`src/rtl/alu_pkg.sv`:
```
// Shared opcodes and FSM state encoding for alu_seq.
package alu_pkg;

  localparam logic [2:0] OP_ADD  = 3'd0;
  localparam logic [2:0] OP_SUB  = 3'd1;
  localparam logic [2:0] OP_MUL  = 3'd2;
  localparam logic [2:0] OP_AND  = 3'd3;
  localparam logic [2:0] OP_OR   = 3'd4;
  localparam logic [2:0] OP_XOR  = 3'd5;
  localparam logic [2:0] OP_SLTU = 3'd6;
  localparam logic [2:0] OP_RSV  = 3'd7;

  typedef enum logic {
    ST_IDLE = 1'b0,
    ST_MUL  = 1'b1
  } state_t;

endpackage

```
`src/rtl/mul_shift_add.sv`:
```
// HALF x HALF unsigned shift-add multiplier, one partial product per step.
// product/ready describe the result of the step being taken this cycle.
module mul_shift_add #(
  parameter int HALF = 16
) (
  input  logic              clk,
  input  logic              rst,
  input  logic              load,
  input  logic              step,
  input  logic [HALF-1:0]   a,
  input  logic [HALF-1:0]   b,
  output logic [2*HALF-1:0] product,
  output logic              ready
);

  localparam int CW = $clog2(HALF + 1);

  logic [2*HALF-1:0] acc;
  logic [2*HALF-1:0] mcand;
  logic [HALF-1:0]   mplier;
  logic [CW-1:0]     count;

  // Down-counter terminal value 1: the current step is the last one.
  assign product = acc + (mplier[0] ? mcand : '0);
  assign ready   = (count == CW'(1));

  always_ff @(posedge clk) begin
    if (rst) begin
      acc    <= '0;
      mcand  <= '0;
      mplier <= '0;
      count  <= '0;
    end else if (load) begin
      acc    <= '0;
      mcand  <= {{HALF{1'b0}}, a};
      mplier <= b;
      count  <= CW'(HALF);
    end else if (step) begin
      acc    <= product;
      mcand  <= mcand << 1;
      mplier <= mplier >> 1;
      count  <= count - CW'(1);
    end
  end

endmodule

```
`src/rtl/alu_seq.sv`:
```
// Registered ALU with start/busy/done handshake and iterative multiply.
// Optional zero/carry flags are built when ALU_FLAGS_EN is defined.
//
// state   | meaning
// IDLE    | accepting start; single-cycle ops complete here
// MUL     | multiplier stepping, busy=1, start ignored
module alu_seq
  import alu_pkg::*;
#(
  parameter int WIDTH = 32
) (
  input  logic             clk,
  input  logic             rst,
  input  logic             start,
  input  logic [WIDTH-1:0] a,
  input  logic [WIDTH-1:0] b,
  input  logic [2:0]       f,
  output logic [WIDTH-1:0] r,
  output logic             done,
  output logic             busy
`ifdef ALU_FLAGS_EN
  ,
  output logic             zero,
  output logic             carry
`endif
);

  localparam int HALF = WIDTH / 2;

  state_t           state_q, state_d;
  logic             mul_load, mul_step, mul_ready;
  logic [WIDTH-1:0] mul_product;
  logic [WIDTH-1:0] alu_res;
  logic             accept_op;

  mul_shift_add #(.HALF(HALF)) u_mul (
    .clk     (clk),
    .rst     (rst),
    .load    (mul_load),
    .step    (mul_step),
    .a       (a[HALF-1:0]),
    .b       (b[HALF-1:0]),
    .product (mul_product),
    .ready   (mul_ready)
  );

  always_comb begin
    alu_res = '0;
    case (f)
      OP_ADD:  alu_res = a + b;
      OP_SUB:  alu_res = a - b;
      OP_AND:  alu_res = a & b;
      OP_OR:   alu_res = a | b;
      OP_XOR:  alu_res = a ^ b;
      OP_SLTU: alu_res = {{(WIDTH-1){1'b0}}, (a < b)};
      default: alu_res = '0;
    endcase
  end

  always_comb begin
    state_d   = state_q;
    mul_load  = 1'b0;
    mul_step  = 1'b0;
    accept_op = 1'b0;
    case (state_q)
      ST_IDLE: begin
        if (start) begin
          if (f == OP_MUL) begin
            mul_load = 1'b1;
            state_d  = ST_MUL;
          end else begin
            accept_op = 1'b1;
          end
        end
      end
      ST_MUL: begin
        mul_step = 1'b1;
        if (mul_ready) state_d = ST_IDLE;
      end
      default: state_d = ST_IDLE;
    endcase
  end

  assign busy = (state_q == ST_MUL);

`ifdef ALU_FLAGS_EN
  logic [WIDTH:0] add_full;
  logic           alu_cy;

  assign add_full = {1'b0, a} + {1'b0, b};

  always_comb begin
    alu_cy = 1'b0;
    if (f == OP_ADD)      alu_cy = add_full[WIDTH];
    else if (f == OP_SUB) alu_cy = (a >= b);
  end
`endif

  always_ff @(posedge clk) begin
    if (rst) begin
      state_q <= ST_IDLE;
      r       <= '0;
      done    <= 1'b0;
`ifdef ALU_FLAGS_EN
      zero    <= 1'b0;
      carry   <= 1'b0;
`endif
    end else begin
      state_q <= state_d;
      done    <= 1'b0;
      if (accept_op) begin
        r    <= alu_res;
        done <= 1'b1;
`ifdef ALU_FLAGS_EN
        zero  <= (alu_res == '0);
        carry <= alu_cy;
`endif
      end else if (mul_step && mul_ready) begin
        r    <= mul_product;
        done <= 1'b1;
`ifdef ALU_FLAGS_EN
        zero  <= (mul_product == '0);
        carry <= 1'b0;
`endif
      end
    end
  end

endmodule

```
`config.mk`:
```
export PLATFORM = sky130hd
export DESIGN_NAME = alu_seq
export DESIGN_NICKNAME = d
export VERILOG_FILES = /design/src/rtl/alu_pkg.sv /design/src/rtl/mul_shift_add.sv /design/src/rtl/alu_seq.sv
export SDC_FILE = /design/constraint.sdc
export NUM_CORES = 1
export LEC_CHECK = 0
export BUFFER_PORTS_ARGS = -buffer_cell sky130_fd_sc_hd__buf_2
export CAP_MARGIN = 20
export CORE_MARGIN = 3
export CORE_UTILIZATION = 30
export CTS_CLUSTER_DIAMETER = 200
export CTS_CLUSTER_SIZE = 40
export DETAILED_ROUTE_END_ITERATION = 8
export HOLD_SLACK_MARGIN = 0.05
export SLEW_MARGIN = 20
export SYNTH_ARGS = -nofsm -noshare
export SYNTH_HDL_FRONTEND = slang
export SYNTH_HIERARCHICAL = 1
export SYNTH_SLANG_ARGS = --single-unit
```
`constraint.sdc`:
```
create_clock -name clk -period 4.25 [get_ports clk]
set_input_delay 1.0625 -clock clk [delete_from_list [all_inputs] [get_ports clk]]
set_output_delay 1.0625 -clock clk [all_outputs]
set_load 0.05 [all_outputs]
```
* After elaboration in Yosys (flattened, before gate mapping)
Index checks and enable logic that the tools add are counted.
Widths: inputs -> output; s select.
** Word-level totals
- Register bits :: 119
- Input bits :: 70
- Output and inout port bits :: 34
** Cells by class
- Add/sub/neg operators :: 4
- Magnitude comparators :: 1
- Eq/ne operators :: 7
- Multiplexer cells :: 21
- Bitwise gates (word level) :: 4
- Reduce and logical (&&, ||, !) cells :: 5
** Operators by type and width (count)
- $pmux 32 s6 :: 1
- $mux 32 :: 3
- $add 32x32->32 :: 2
- $mux 16 :: 4
- $and 32x32->32 :: 1
- $lt 32x32->1 :: 1
- $or 32x32->32 :: 1
- $sub 32x32->32 :: 1
- $xor 32x32->32 :: 1
- $mux 1 :: 10
- $mux 5 :: 2
- $eq 3x3->1 const B :: 3
- $eq 3x2->1 const B :: 2
- $eq 5x1->1 const B :: 1
- $sub 5x1->5 const B :: 1
- $reduce_bool 2->1 :: 2
- $eq 3x1->1 const B :: 1
- $logic_not 3->1 :: 1
- $pmux 1 s2 :: 1
- $reduce_or 2->1 :: 1
- $logic_and 1x1->1 :: 1
- $not 1->1 :: 1

* Logic depth before layout (Yosys ltp)
- Depth in word-level cells :: 5
- Mapped depth :: 18
- Gate-level depth less buffers :: 17

* By module
Netlist, hierarchy kept.
** Modules (own cells, without submodules)
- alu_seq :: instances 1, cells an instance 1000, area an instance 6960.4 sq um, sequential area each 680.7 sq um
- mul_shift_add :: instances 1, cells an instance 622, area an instance 5281.3 sq um, sequential area each 1701.6 sq um

* Least setup slack after synthesis
OpenSTA, ideal clock, no wires.
- Path kind :: register to register
- Start point :: reg u_mul.mplier[0]
- End point :: reg r[28]
- Library setup time :: 0.134 ns
- Data arrival time :: 3.522 ns
- Slack :: 0.595 ns
- Cell stages (with the launch flop) :: 19
- Clock period less this slack :: 3.655 ns
- Cells stage by stage :: dfxtp_1 > clkbuf_1 > and2_1 > ha_1 > fa_1 > a21o_1 > a221oi_2 > a31o_1 > o32ai_2 > o211ai_2 > o21ai_1 > a31oi_1 > xnor2_1 > o21ai_0 > o211ai_1 > nand4_1 > nor2_1 > a31oi_1 > a221oi_2
** On the way
- Word-level cells in the longest chain between the ends :: 4
** RTL lines
- start, declared :: RTL line mul_shift_add.sv:20 : logic [HALF-1:0] mplier;
- start signal, assigned :: RTL line mul_shift_add.sv:41 : mplier <= mplier >> 1;
- $mux 32 :: RTL line mul_shift_add.sv:24 : assign product = acc + (mplier[0] ? mcand : '0);
- $add 32x32->32 :: RTL line mul_shift_add.sv:24
- via mul_product[28] :: RTL line alu_seq.sv:32 : logic [WIDTH-1:0] mul_product;
- $mux 32 :: RTL line alu_seq.sv:118 : end else if (mul_step && mul_ready) begin
- $mux 32 :: RTL line alu_seq.sv:111 : if (accept_op) begin
- end signal, assigned :: RTL line alu_seq.sv:112 : r <= alu_res;
- end signal, assigned :: RTL line alu_seq.sv:119 : r <= mul_product;
- end, declared :: RTL line alu_seq.sv:18 : output logic [WIDTH-1:0] r,
The timed path passes the listed nets, and every way through them passes these cells. The select of a mux whose other input is x is not followed.
A chain may end at the register's enable or synchronous reset.

* Final worst setup path
- Start point :: reg u_mul.mplier[0]
- End point :: reg r[23]
Same word-level chain as after synthesis.

==> flow_summary_export.csv <==
group,metric,value,unit
timing,relSlewSlack,39.12,%
timing,report.final.hold_viol_count,0,
timing,worst_pin_slew,0.9098,ns
finish,nFillCells,4275,
timing,fin_crit_sh,94.30,%
clock_network,cts_resized,0,
timing,max_freq,249.5,MHz
global_route,grt_pass1_wl,67660,um
route,routedWlPerCell,19.38,um
finish,multi_input_comb_area,9025,um2
finish,antennaDiodeCount,0,
min_path,hold_path.class,"reg2reg",
placement,dp_hpwl,33900,um
power_and_ir_drop,clkPwrFrac,39.2,%
power_and_ir_drop,p_sw_share,36.15,%
route,wl,43810,um
worst_setup_path,crit_path_start_kind,"register",
clock_network,cts_made_buffers,17,
yosys,synth_edf_count,0,
yosys,netlist_instances,1622,
power_and_ir_drop,combPwrFrac,30.6,%
outcome,status,"completed",
yosys,syn_area,12240,um2
global_route,use_met1,27.88,%
route,vias,12460,
finish,post-route-util,35.64,%
power_and_ir_drop,p_per_area,274.6,nW/um2
timing,finalMaxSlewViolations,0,
worst_setup_path,worst_r2r_path_depth,16,
route,vias_per_cell,5.512,
global_route,grt_start_max_net_pins,61,
clock_network,clock_path_buffers,2,
finish,area_growth,16.48,%
timing,skew,0.01278,ns
yosys,synth_top_family_by_area,"compound AO/OA/AOI/OAI gates",
yosys,synthDistinctLibCells,97,
worst_setup_path,path_cells,"buf_4 > buf_4 > and2_1 > ha_1 > a21oi_1 > o21ai_1 > or3_1 > o22a_2 > a41oi_2 > o21ai_1 > xnor2_2 > a21oi_1 > or3_1 > nor4_1 > mux2i_1 > o21ai_0",
finish,drive_gt1_share,15.73,%
placement,numPortBuffers,103,
clock_network,clk_pin_slew,0.07,ns
global_route,antenna_found_initial,0,
clock_network,cts_tree,"built",
timing,rsz0062_at_grt,"no",
global_route,grtUsageTotal,19.39,%
yosys,postSynthAreaPerCell,7.547,um2
global_route,grt_overflow,0,
global_route,grtUsageMet2,29.38,%
route,firstDrtPassIters,7,
timing,worst_slack,0.2420,ns
global_route,grt_pass1_vias,11900,
power_and_ir_drop,cell_internal_pwr,2.500,mW
yosys,yosysTopAreaCellShare,19.46,%
yosys,yosys.area.top_type,"dfxtp_1",
yosys,synth_area_leaders,"dfxtp_1 19%, ha_1 15%, nor2_1 7.2%",
floorplanning,die-area,43270,um2
yosys,async_flop_share,0,%
yosys,synth_compound_area_share,27.27,%
worst_setup_path,criticalPathCategory,"reg2reg",
power_and_ir_drop,power.switching,1.415,mW
clock_network,clock-sinks,119,
floorplanning,die_y,208.0,um
route,drc,0,
yosys,synthSimpleGateAreaFrac,20.33,%
route,ant_nets,0,
finish,nets,1941,
worst_setup_path,rrSetupSlack,0.24,ns
yosys,ys.flop_type,"dfxtp_1",
clock_network,cts_root_buf,"clkbuf_16",
worst_setup_path,cp-end-kind,"register",
yosys,synth_xor_xnor_area_share,4.139,%
flow_run,cap_viol_max_count,0,
global_route,met3_usage,3.513,%
floorplanning,die_w,208.0,um
clock_network,cts_hold_buf,0,
global_route,grt_busiest_layer,"met2",
clock_network,clk_latency,0.44,ns
clock_network,cts_setup_buffers,0,
yosys,syn_nets,1841,
finish,register_area,2386,um2
worst_setup_path,crit_arrival,4.37,ns
power_and_ir_drop,seqPwrFrac,30.2,%
min_path,holdPathStages,2,
placement,place_ws,-0.01553,ns
yosys,muxShareOfSynthArea,6.460,%
yosys,yosysSeqAreaShare,19.46,%
worst_setup_path,worstPathRequired,4.62,ns
worst_setup_path,critPathMaxStageDelay,0.41,ns
yosys,synth_fa_ha_area_share,15.41,%
worst_setup_path,crit_slowest_cell,"or3_1",
worst_setup_path,worstPathMaxFanout,17,
timing,finalSetupViolCount,0,
floorplanning,start_util,30.60,%
floorplanning,ios,104,
floorplanning,placeableCoreArea,40010,um2
clock_network,cts.htree.levels,4,
yosys,yosys_warnings,6,
placement,gp_congestion,0.9144,
floorplanning,core.rowCount,73,
route,dr.first_iter.drc_count,1181,
yosys,ys_seq_elements,119,
power_and_ir_drop,leakagePower,6.244,nW
timing,fin_crit,4.008,ns
power_and_ir_drop,vdd_drop_max,0.2805,mV
[cell type report]
cell class	count	share of cell area, %
multi-input combinational	1290	63.29
sequential	119	16.73
timing repair buffer	187	8.301
tap	525	4.607
clock buffer	18	3.010
inverter	107	2.817
clock inverter	14	1.237
[state kept, by name (all words and copies together) (netlist names)]
name	cells
r	32
busy	1
u_mul/acc	32
u_mul/count	5
done	1
u_mul/mplier	16
u_mul/mcand	32
[final timing paths]
check / from / end
worst max-delay path: u_mul/mplier[0]$_SDFFE_PP0P_ / r[23]$_SDFFE_PP0P_
worst min-delay path: u_mul/acc[31]$_SDFFE_PP0P_ / u_mul/acc[31]$_SDFFE_PP0P_
worst max register to register: u_mul/mplier[0]$_SDFFE_PP0P_ / r[23]$_SDFFE_PP0P_
worst min register to register: u_mul/acc[31]$_SDFFE_PP0P_ / u_mul/acc[31]$_SDFFE_PP0P_
[power by group through the flow]
stage | Sequential (mW) | Combinational [mW] | Clock [mW]
after floorplan | 1.28 | 0.682 | 0
after global placement | 1.20 | 1.17 | 0
after detailed placement | 1.21 | 1.17 | 0
after CTS | 1.18 | 1.18 | 1.56
after global routing | 1.18 | 1.29 | 1.61
final | 1.18 | 1.20 | 1.53
[Yosys cell counts, drive strengths merged, types with 5 or more instances]
cell type / n
inv: 105
o221ai: 10
or3: 8
xnor2: 45
o22ai: 9
nor3b: 9
a21oi: 155
nor3: 32
a21o: 28
nand3: 25
o21ai: 73
nand2b: 15
nor4: 21
nand4: 14
nor4b: 5
o311ai: 5
clkbuf: 59
buf: 47
a211oi: 25
o211ai: 21
a21boi: 5
o21a: 11
ha: 146
mux2i: 79
dfxtp: 119
nor2b: 16
a31o: 6
and2: 35
a31oi: 15
o2111ai: 6
or2: 5
o21bai: 15
a221oi: 26
and3: 5
o31ai: 11
xor2: 12
nor2: 236
nand2: 85
a211o: 9
a2111oi: 6
a22oi: 11
[worst max-delay path: cells and delay by family (launching register included)]
kind | cells | cell delay, ns
buf+inv | 2 | 0.45
xor+xnor | 1 | 0.31
flops | 1 | 0.37
compound gates | 7 | 1.24
simple gates | 4 | 1.15
fa+ha+maj | 1 | 0.29
mux | 1 | 0.11
[stage by stage]
stage,std cells,cell area [um2],hold WS (ns),TNS [ns],power [mW]
finish,2260,14260,0.4946,0,3.915
global route,2260,14260,0.5177,0,4.087
CTS,2260,14260,0.4935,0,3.917
detailed placement,2228,13650,0.4849,-0.01553,2.379
global placement,2228,13650,0.4681,0,2.375
floorplan,1622,12240,0.4559,0,1.967
[per-layer routing]
metal	share of wire, %	vias to the layer above
met5	0	-
met4	3.0	0
met3	6.7	83
met2	43	474
met1	48	5921
li1	-	5980
[placed cells by master, fill, tap and decap left out, types with 29 or more instances in the layout]
master,netlist,routed
mux2i_1,79,79
buf_4,2,81
and2_1,35,35
xnor2_1,44,44
ha_1,146,146
nand2_1,84,83
buf_2,21,103
nor3_1,30,29
a21oi_1,153,153
o21ai_0,66,66
nor2_1,236,236
dfxtp_1,119,118
inv_1,104,104
[kinds of logic after synthesis]
kind of cell,Yosys count
mux,79
simple gates,523
fa+ha+maj,149
compound gates,482
flops,119
xor+xnor,57
buf+inv,213
(Power assumes the default switching activity.)
